## config.mk

```make
export PLATFORM = sky130hd
export DESIGN_NAME = exec_mdu_ctrl
export DESIGN_NICKNAME = d
export VERILOG_FILES = /design/src/rtl/exec_mdu_ctrl.sv
export SDC_FILE = /design/constraint.sdc
export NUM_CORES = 2
export LEC_CHECK = 0
export BUFFER_PORTS_ARGS = -buffer_cell sky130_fd_sc_hd__buf_2
export CAP_MARGIN = 10
export CORE_ASPECT_RATIO = 0.7
export CORE_MARGIN = 3
export CORE_UTILIZATION = 58
export CTS_CLUSTER_SIZE = 16
export DETAILED_ROUTE_END_ITERATION = 12
export PLACE_DENSITY_LB_ADDON = 0.15
export SYNTH_ARGS = -nofsm -noshare
export SYNTH_HDL_FRONTEND = slang
export SYNTH_SLANG_ARGS = --single-unit
```

## constraint.sdc

```tcl
create_clock -name clk -period 7.7 [get_ports clk]
set_input_delay 0.77 -clock clk [delete_from_list [all_inputs] [get_ports clk]]
set_output_delay 0.77 -clock clk [all_outputs]
set_load 0.05 [all_outputs]
```

## src/rtl/exec_mdu_ctrl.sv

```systemverilog
// exec_mdu_ctrl: EX-stage ALU control decode plus an iterative radix-2 multiply/divide unit.
module exec_mdu_ctrl #(
  parameter int XLEN = 64
) (
  input  logic            clk,
  input  logic            reset,
  input  logic            valid_in,
  input  logic            flush,
  input  logic [1:0]      ALUOp,
  input  logic [2:0]      funct3,
  input  logic [6:0]      funct7,
  input  logic [XLEN-1:0] a,
  input  logic [XLEN-1:0] b,
  output logic [4:0]      ALUControl,
  output logic            stall,
  output logic            mdu_done,
  output logic [XLEN-1:0] mdu_result
);
  localparam int CW = $clog2(XLEN);
  localparam logic [1:0] IDLE = 2'd0, MUL = 2'd1, DIV = 2'd2, DONE = 2'd3;
  localparam logic [4:0] OP_AND = 5'b00000, OP_OR = 5'b00001, OP_ADD = 5'b00010, OP_XOR = 5'b00011;
  localparam logic [4:0] OP_SLL = 5'b00100, OP_SRL = 5'b00101, OP_SUB = 5'b00110, OP_SRA = 5'b00111;
  localparam logic [4:0] OP_SLT = 5'b01000, OP_SLTU = 5'b01001, OP_INV = 5'b11111;
  logic [1:0]        state;
  logic [CW-1:0]     cnt;
  logic [2*XLEN-1:0] acc, step, prod;
  logic [XLEN-1:0]   opb, a_mag, b_mag, fast_res, quo, rem, final_res;
  logic [XLEN:0]     msum, dsub;
  logic [1:0]        op;
  logic [4:0]        base_ctl;
  logic              neg_q, neg_r, is_mop, accept, div_op, a_sgn, b_sgn, a_neg, b_neg, div0, ovf, fast;
  always_comb
    case (funct3)
      3'b000:  base_ctl = OP_ADD;
      3'b001:  base_ctl = OP_SLL;
      3'b010:  base_ctl = OP_SLT;
      3'b011:  base_ctl = OP_SLTU;
      3'b100:  base_ctl = OP_XOR;
      3'b101:  base_ctl = OP_SRL;
      3'b110:  base_ctl = OP_OR;
      default: base_ctl = OP_AND;
    endcase
  assign is_mop = ALUOp == 2'b10 && funct7 == 7'b0000001;
  assign ALUControl = ALUOp == 2'b00 ? OP_ADD
                    : ALUOp == 2'b01 ? OP_SUB
                    : ALUOp == 2'b11 ? ((funct3 == 3'b101 && funct7[5]) ? OP_SRA : base_ctl)
                    : funct7 == 7'b0000000 ? base_ctl
                    : funct7 == 7'b0100000 ? (funct3 == 3'b000 ? OP_SUB : funct3 == 3'b101 ? OP_SRA : OP_INV)
                    : OP_INV;
  assign accept   = state == IDLE && valid_in && !flush && !reset && is_mop;
  assign stall    = !reset && !flush && (accept || state == MUL || state == DIV);
  assign mdu_done = state == DONE;
  // a is signed for MUL/MULH/MULHSU/DIV/REM, b only for MUL/MULH/DIV/REM
  assign div_op   = funct3[2];
  assign a_sgn    = funct3 != 3'b011 && !(funct3[2] && funct3[0]);
  assign b_sgn    = a_sgn && funct3 != 3'b010;
  assign a_neg    = a_sgn && a[XLEN-1];
  assign b_neg    = b_sgn && b[XLEN-1];
  assign a_mag    = a_neg ? -a : a;
  assign b_mag    = b_neg ? -b : b;
  assign div0     = div_op && b == '0;
  assign ovf      = div_op && !funct3[0] && a == {1'b1, {(XLEN-1){1'b0}}} && b == '1;
  assign fast     = div0 || ovf;
  assign fast_res = div0 ? (funct3[1] ? a : '1) : (funct3[1] ? '0 : a);
  // acc holds {hi, lo} of the product for multiply and {remainder, quotient} for divide
  assign msum = {1'b0, acc[2*XLEN-1:XLEN]} + {1'b0, opb & {XLEN{acc[0]}}};
  assign dsub = acc[2*XLEN-1:XLEN-1] - {1'b0, opb};
  assign step = state == MUL ? {msum, acc[XLEN-1:1]}
              : dsub[XLEN] ? {acc[2*XLEN-2:0], 1'b0}
              : {dsub[XLEN-1:0], acc[XLEN-2:0], 1'b1};
  assign prod = neg_q ? -step : step;
  assign quo  = neg_q ? -step[XLEN-1:0] : step[XLEN-1:0];
  assign rem  = neg_r ? -step[2*XLEN-1:XLEN] : step[2*XLEN-1:XLEN];
  assign final_res = state == MUL ? (op == 2'b00 ? prod[XLEN-1:0] : prod[2*XLEN-1:XLEN])
                   : (op[1] ? rem : quo);
  always_ff @(posedge clk) begin
    if (reset) begin
      state      <= IDLE;
      cnt        <= '0;
      mdu_result <= '0;
    end else if (flush) begin
      state <= IDLE;
    end else if (accept) begin
      state <= fast ? DONE : div_op ? DIV : MUL;
      cnt   <= CW'(XLEN - 1);
      acc   <= {{XLEN{1'b0}}, div_op ? a_mag : b_mag};
      opb   <= div_op ? b_mag : a_mag;
      op    <= funct3[1:0];
      neg_q <= a_neg ^ b_neg;
      neg_r <= a_neg;
      if (fast) mdu_result <= fast_res;
    end else if (state == MUL || state == DIV) begin
      acc <= step;
      cnt <= cnt - CW'(1);
      if (cnt == '0) begin
        state      <= DONE;
        mdu_result <= final_res;
      end
    end else if (state == DONE) begin
      state <= IDLE;
    end
  end
endmodule

```

==> impl_metrics.csv <==
group,metric,value,unit
logic_synthesis,ys.warnings.count,0,
clock_tree,cts_tree,"yes",
grt,grt_overflow_total,0,
clock_tree,clk_pin_slew_worst_paths,70,ps
floorplanning,design.core.area,0.0559,mm^2
setup_path,rr_endpoint,"mdu_result[54]$_SDFFE_PP0P_",
sta,finClkSkew,31.3,ps
sta,worst_slack,388,ps
grt,antenna_found_initial,5,
flow_run,cap_viol_max_count,0,
logic_synthesis,mappedNetlistNets,4767,
finish,synthToLayoutAreaGrowth,8.72,%
logic_synthesis,syn_area,0.0333,mm^2
setup_path,cp_endpoint_kind,"flip-flop",
floorplanning,rows,72,
logic_synthesis,yosys-top-cells-area,"sky130_fd_sc_hd__edfxtp_1 (18%), sky130_fd_sc_hd__a21oi_1 (7.1%), sky130_fd_sc_hd__nand2_1 (5.8%)",
grt,first_pass_grt_wire_length,213,mm
sta,final_min_period_over_clock_period,0.950,
sta,grt_setup_unrepaired,"no",
sta,final_period_minus_worst_setup_slack,7310,ps
logic_synthesis,netlist_top_cells_count,"sky130_fd_sc_hd__nand2_1 (516), sky130_fd_sc_hd__a21oi_1 (472), sky130_fd_sc_hd__nor2_1 (391)",
clock_tree,post_cts.resized_instances,0,
sta,max-slew-margin-rel,0.156,
grt,grt_start_max_net_pins,139,
power_and_ir_drop,p_sw,1060,uW
clock_tree,cts_made_buffers,34,
power_and_ir_drop,p_leak,0.0135,uW
route,final_routed_wirelength_across_all_metal_layers,147,mm
status,outcome,"complete, no violations",
power_and_ir_drop,power_per_cell_area,104,mW/mm^2
clock_tree,worst_skew_pair.late_latency,570,ps
sta,finalMaxSlewViolations,0,
logic_synthesis,syn_inst,4482,
route,drt_first_pass_iters,7,
route,drcViolationCount,0,
logic_synthesis,ys.flop_type,"sky130_fd_sc_hd__edfxtp_1",
route,wl_per_instance,27.7,um
setup_path,cp_data_arrival_time,7760,ps
floorplanning,die_footprint,0.0603,mm^2
power_and_ir_drop,swShare,0.283,
worst_hold_path,min_path_type,"flip-flop to flip-flop",
sta,hold_violations,0,
setup_path,worstPathRequired,8150,ps
place,finalWeightedCongestion,1.11,
route,detailroute.via_count,37855,
setup_path,critical_path_peak_fanout,12,
place,buffer_ports.inserted,214,
place,dpl.hpwl,114,mm
logic_synthesis,synth-seq-cells,268,
floorplanning,chipWidth,292,um
power_and_ir_drop,combinationalPowerShare,0.119,
place,place_ws,478,ps
setup_path,crit-reg2reg-launch,"acc[63]$_DFFE_PP_",
route,route.detailed.vias_per_inst,7.12,
floorplanning,floorplan.initialDensity,0.595,
finish,multiInputGateArea,0.0244,mm^2
logic_synthesis,synth_cell_types,108,
finish,fillers,5091,
floorplanning,num_io_pins,215,
worst_hold_path,min_delay_path_depth,2,
logic_synthesis,cell_with_the_most_instances_after_synthesis,"sky130_fd_sc_hd__nand2_1",
clock_tree,holdBufCountCts,0,
clock_tree,post_cts.repair.setup_buffers,0,
logic_synthesis,edff_count_synth,196,
sta,clock.fmax,0.137,GHz
setup_path,ff2ff_setup_slack,390,ps
logic_synthesis,synth_seq_area_share,0.220,
sta,worstMarginPinSlew,1250,ps
sta,setup-tns-final,0,ps
finish,post_route_cells_drive_above_1_share,0.103,
worst_hold_path,hold_path.startpoint,"mdu_result[4]$_SDFFE_PP0P_",
route,detail-route-antenna-nets,0,
clock_tree,cts.path.max_buffers,3,
power_and_ir_drop,p_int,2690,uW
logic_synthesis,yosysTopAreaCellShare,0.177,
grt,grt_pass1_vias,33443,
power_and_ir_drop,p_seq_frac,0.412,
clock_tree,ctsRootBufferMaster,"sky130_fd_sc_hd__clkbuf_16",
floorplanning,chipHeight,206,um
clock_tree,tritoncts_num_sinks,268,
setup_path,path_class,"flip-flop to flip-flop",
logic_synthesis,average_size_of_a_mapped_cell,7.42,um^2
worst_hold_path,whs_endpoint,"mdu_result[4]$_SDFFE_PP0P_",
sta,setup_violations,0,
finish,regArea,0.00733,mm^2
power_and_ir_drop,p_clk_frac,0.469,
setup_path,worst_r2r_path_depth,24,
power_and_ir_drop,irDropWorstVdd,0.138,mV
logic_synthesis,proportion_of_synthesized_flip_flops_having_asynchronous_set_or_reset,0,
clock_tree,htreeDepth,2,
grt,gr-usage-all-layers,0.465,
setup_path,start_kind,"flip-flop",
finish,finalNetCount,4838,
route,initialDrtViolationCount,6332,
logic_synthesis,synth_area_leader_cell,"sky130_fd_sc_hd__edfxtp_1",
[cells by family (layout without fill, tap and decap cells)]
logic type	count (synthesis)	count (layout)	share of synthesized area
compound gates	1423	1423	0.273
xor+xnor	359	359	0.0945
mux	187	187	0.0569
simple gates	1664	1664	0.243
flops	268	268	0.220
other cells	0	2	0
buf+inv	403	499	0.0479
fa+ha+maj	178	178	0.0646
[metal layers]
layer  part of all wire  vias up  track usage
met5             0.0015        -       0.0252
met2               0.40     2815        0.661
met1               0.39    17778        0.624
met4              0.058        4        0.224
met3               0.15      433        0.164
li1                   -    16825            -
[cells in the final DEF (no fill, tap or decap), types with 97 or more instances in the layout]
master and count:
sky130_fd_sc_hd__nand2_1 515, sky130_fd_sc_hd__a21oi_1 472, sky130_fd_sc_hd__nor2_1 388, sky130_fd_sc_hd__o21ai_0 329, sky130_fd_sc_hd__buf_2 214, sky130_fd_sc_hd__edfxtp_1 196, sky130_fd_sc_hd__xor2_1 184, sky130_fd_sc_hd__xnor2_1 175
sky130_fd_sc_hd__mux2i_1 169, sky130_fd_sc_hd__ha_1 138, sky130_fd_sc_hd__nor3_1 129, sky130_fd_sc_hd__inv_1 120, sky130_fd_sc_hd__and2_1 109, sky130_fd_sc_hd__nand4_1 97
[cell type report]
| type | instances | area share |
|---|---|---|
| multi-input combinational | 3811 | 0.675 |
| sequential | 268 | 0.203 |
| timing repair buffer | 313 | 0.0518 |
| clock buffer | 42 | 0.0258 |
| tap | 740 | 0.0256 |
| inverter | 125 | 0.0131 |
| clock inverter | 19 | 0.00598 |
| antenna | 2 | 0.000138 |
[power groups by stage]
stage | registers (uW) | logic [uW] | clock network [uW]
finish | 1540 | 448 | 1760
global route | 1540 | 466 | 1790
CTS | 1540 | 437 | 1750
detailed placement | 1580 | 434 | 0
global placement | 1580 | 429 | 0
floorplan | 1580 | 229 | 0
[registers in the layout (all words and copies together), names as in the netlist]
register / count
acc: 128
mdu_result: 64
opb: 64
cnt: 6
op: 2
state: 2
neg_q: 1
neg_r: 1
[how the worst max path moves through the flow]
| stage | start | depth (start not counted) | to |
|---|---|---|---|
| 2_1_floorplan | state[1]$_SDFFE_PN0P_ | 28 | mdu_result[60]$_SDFFE_PP0P_ |
| 3_3_place_gp | acc[63]$_DFFE_PP_ | 24 | mdu_result[60]$_SDFFE_PP0P_ |
| 3_5_place_dp | acc[63]$_DFFE_PP_ | 24 | mdu_result[60]$_SDFFE_PP0P_ |
| 4_1_cts | acc[63]$_DFFE_PP_ | 24 | mdu_result[60]$_SDFFE_PP0P_ |
| 5_1_grt | acc[63]$_DFFE_PP_ | 24 | mdu_result[60]$_SDFFE_PP0P_ |
| 6_report | acc[63]$_DFFE_PP_ | 24 | mdu_result[54]$_SDFFE_PP0P_ |
[stage by stage]
step	total power [uW]	utilization	cells	area (um^2)	hold slack [ps]
detailed placement	2010	0.625	5253	35000	448
CTS	3730	0.646	5314	36100	457
floorplan	1810	-	4482	33300	489
finish	3750	0.647	5320	36200	462
global route	3800	0.647	5319	36200	492
global placement	2000	0.625	5253	35000	430
[critical path: stages (launching register included)]
cell and delay [ps]:
sky130_fd_sc_hd__edfxtp_1 410, sky130_fd_sc_hd__inv_1 100, sky130_fd_sc_hd__ha_1 240, sky130_fd_sc_hd__fa_1 380, sky130_fd_sc_hd__nor2b_1 210, sky130_fd_sc_hd__o31a_2 250, sky130_fd_sc_hd__o21ai_4 130, sky130_fd_sc_hd__o31ai_4 410
sky130_fd_sc_hd__a21oi_4 190, sky130_fd_sc_hd__o22ai_2 180, sky130_fd_sc_hd__nor3_1 210, sky130_fd_sc_hd__a21oi_1 330, sky130_fd_sc_hd__ha_1 260, sky130_fd_sc_hd__o221ai_1 220, sky130_fd_sc_hd__nor4_2 520, sky130_fd_sc_hd__o2111ai_1 320
sky130_fd_sc_hd__or3_1 500, sky130_fd_sc_hd__nor3_1 170, sky130_fd_sc_hd__buf_4 160, sky130_fd_sc_hd__nand3_1 520, sky130_fd_sc_hd__or2_2 590, sky130_fd_sc_hd__o21ai_0 340, sky130_fd_sc_hd__xor2_1 110, sky130_fd_sc_hd__a22oi_1 300
sky130_fd_sc_hd__a21oi_1 120
Note: power is estimated with default switching activity, not from simulation.
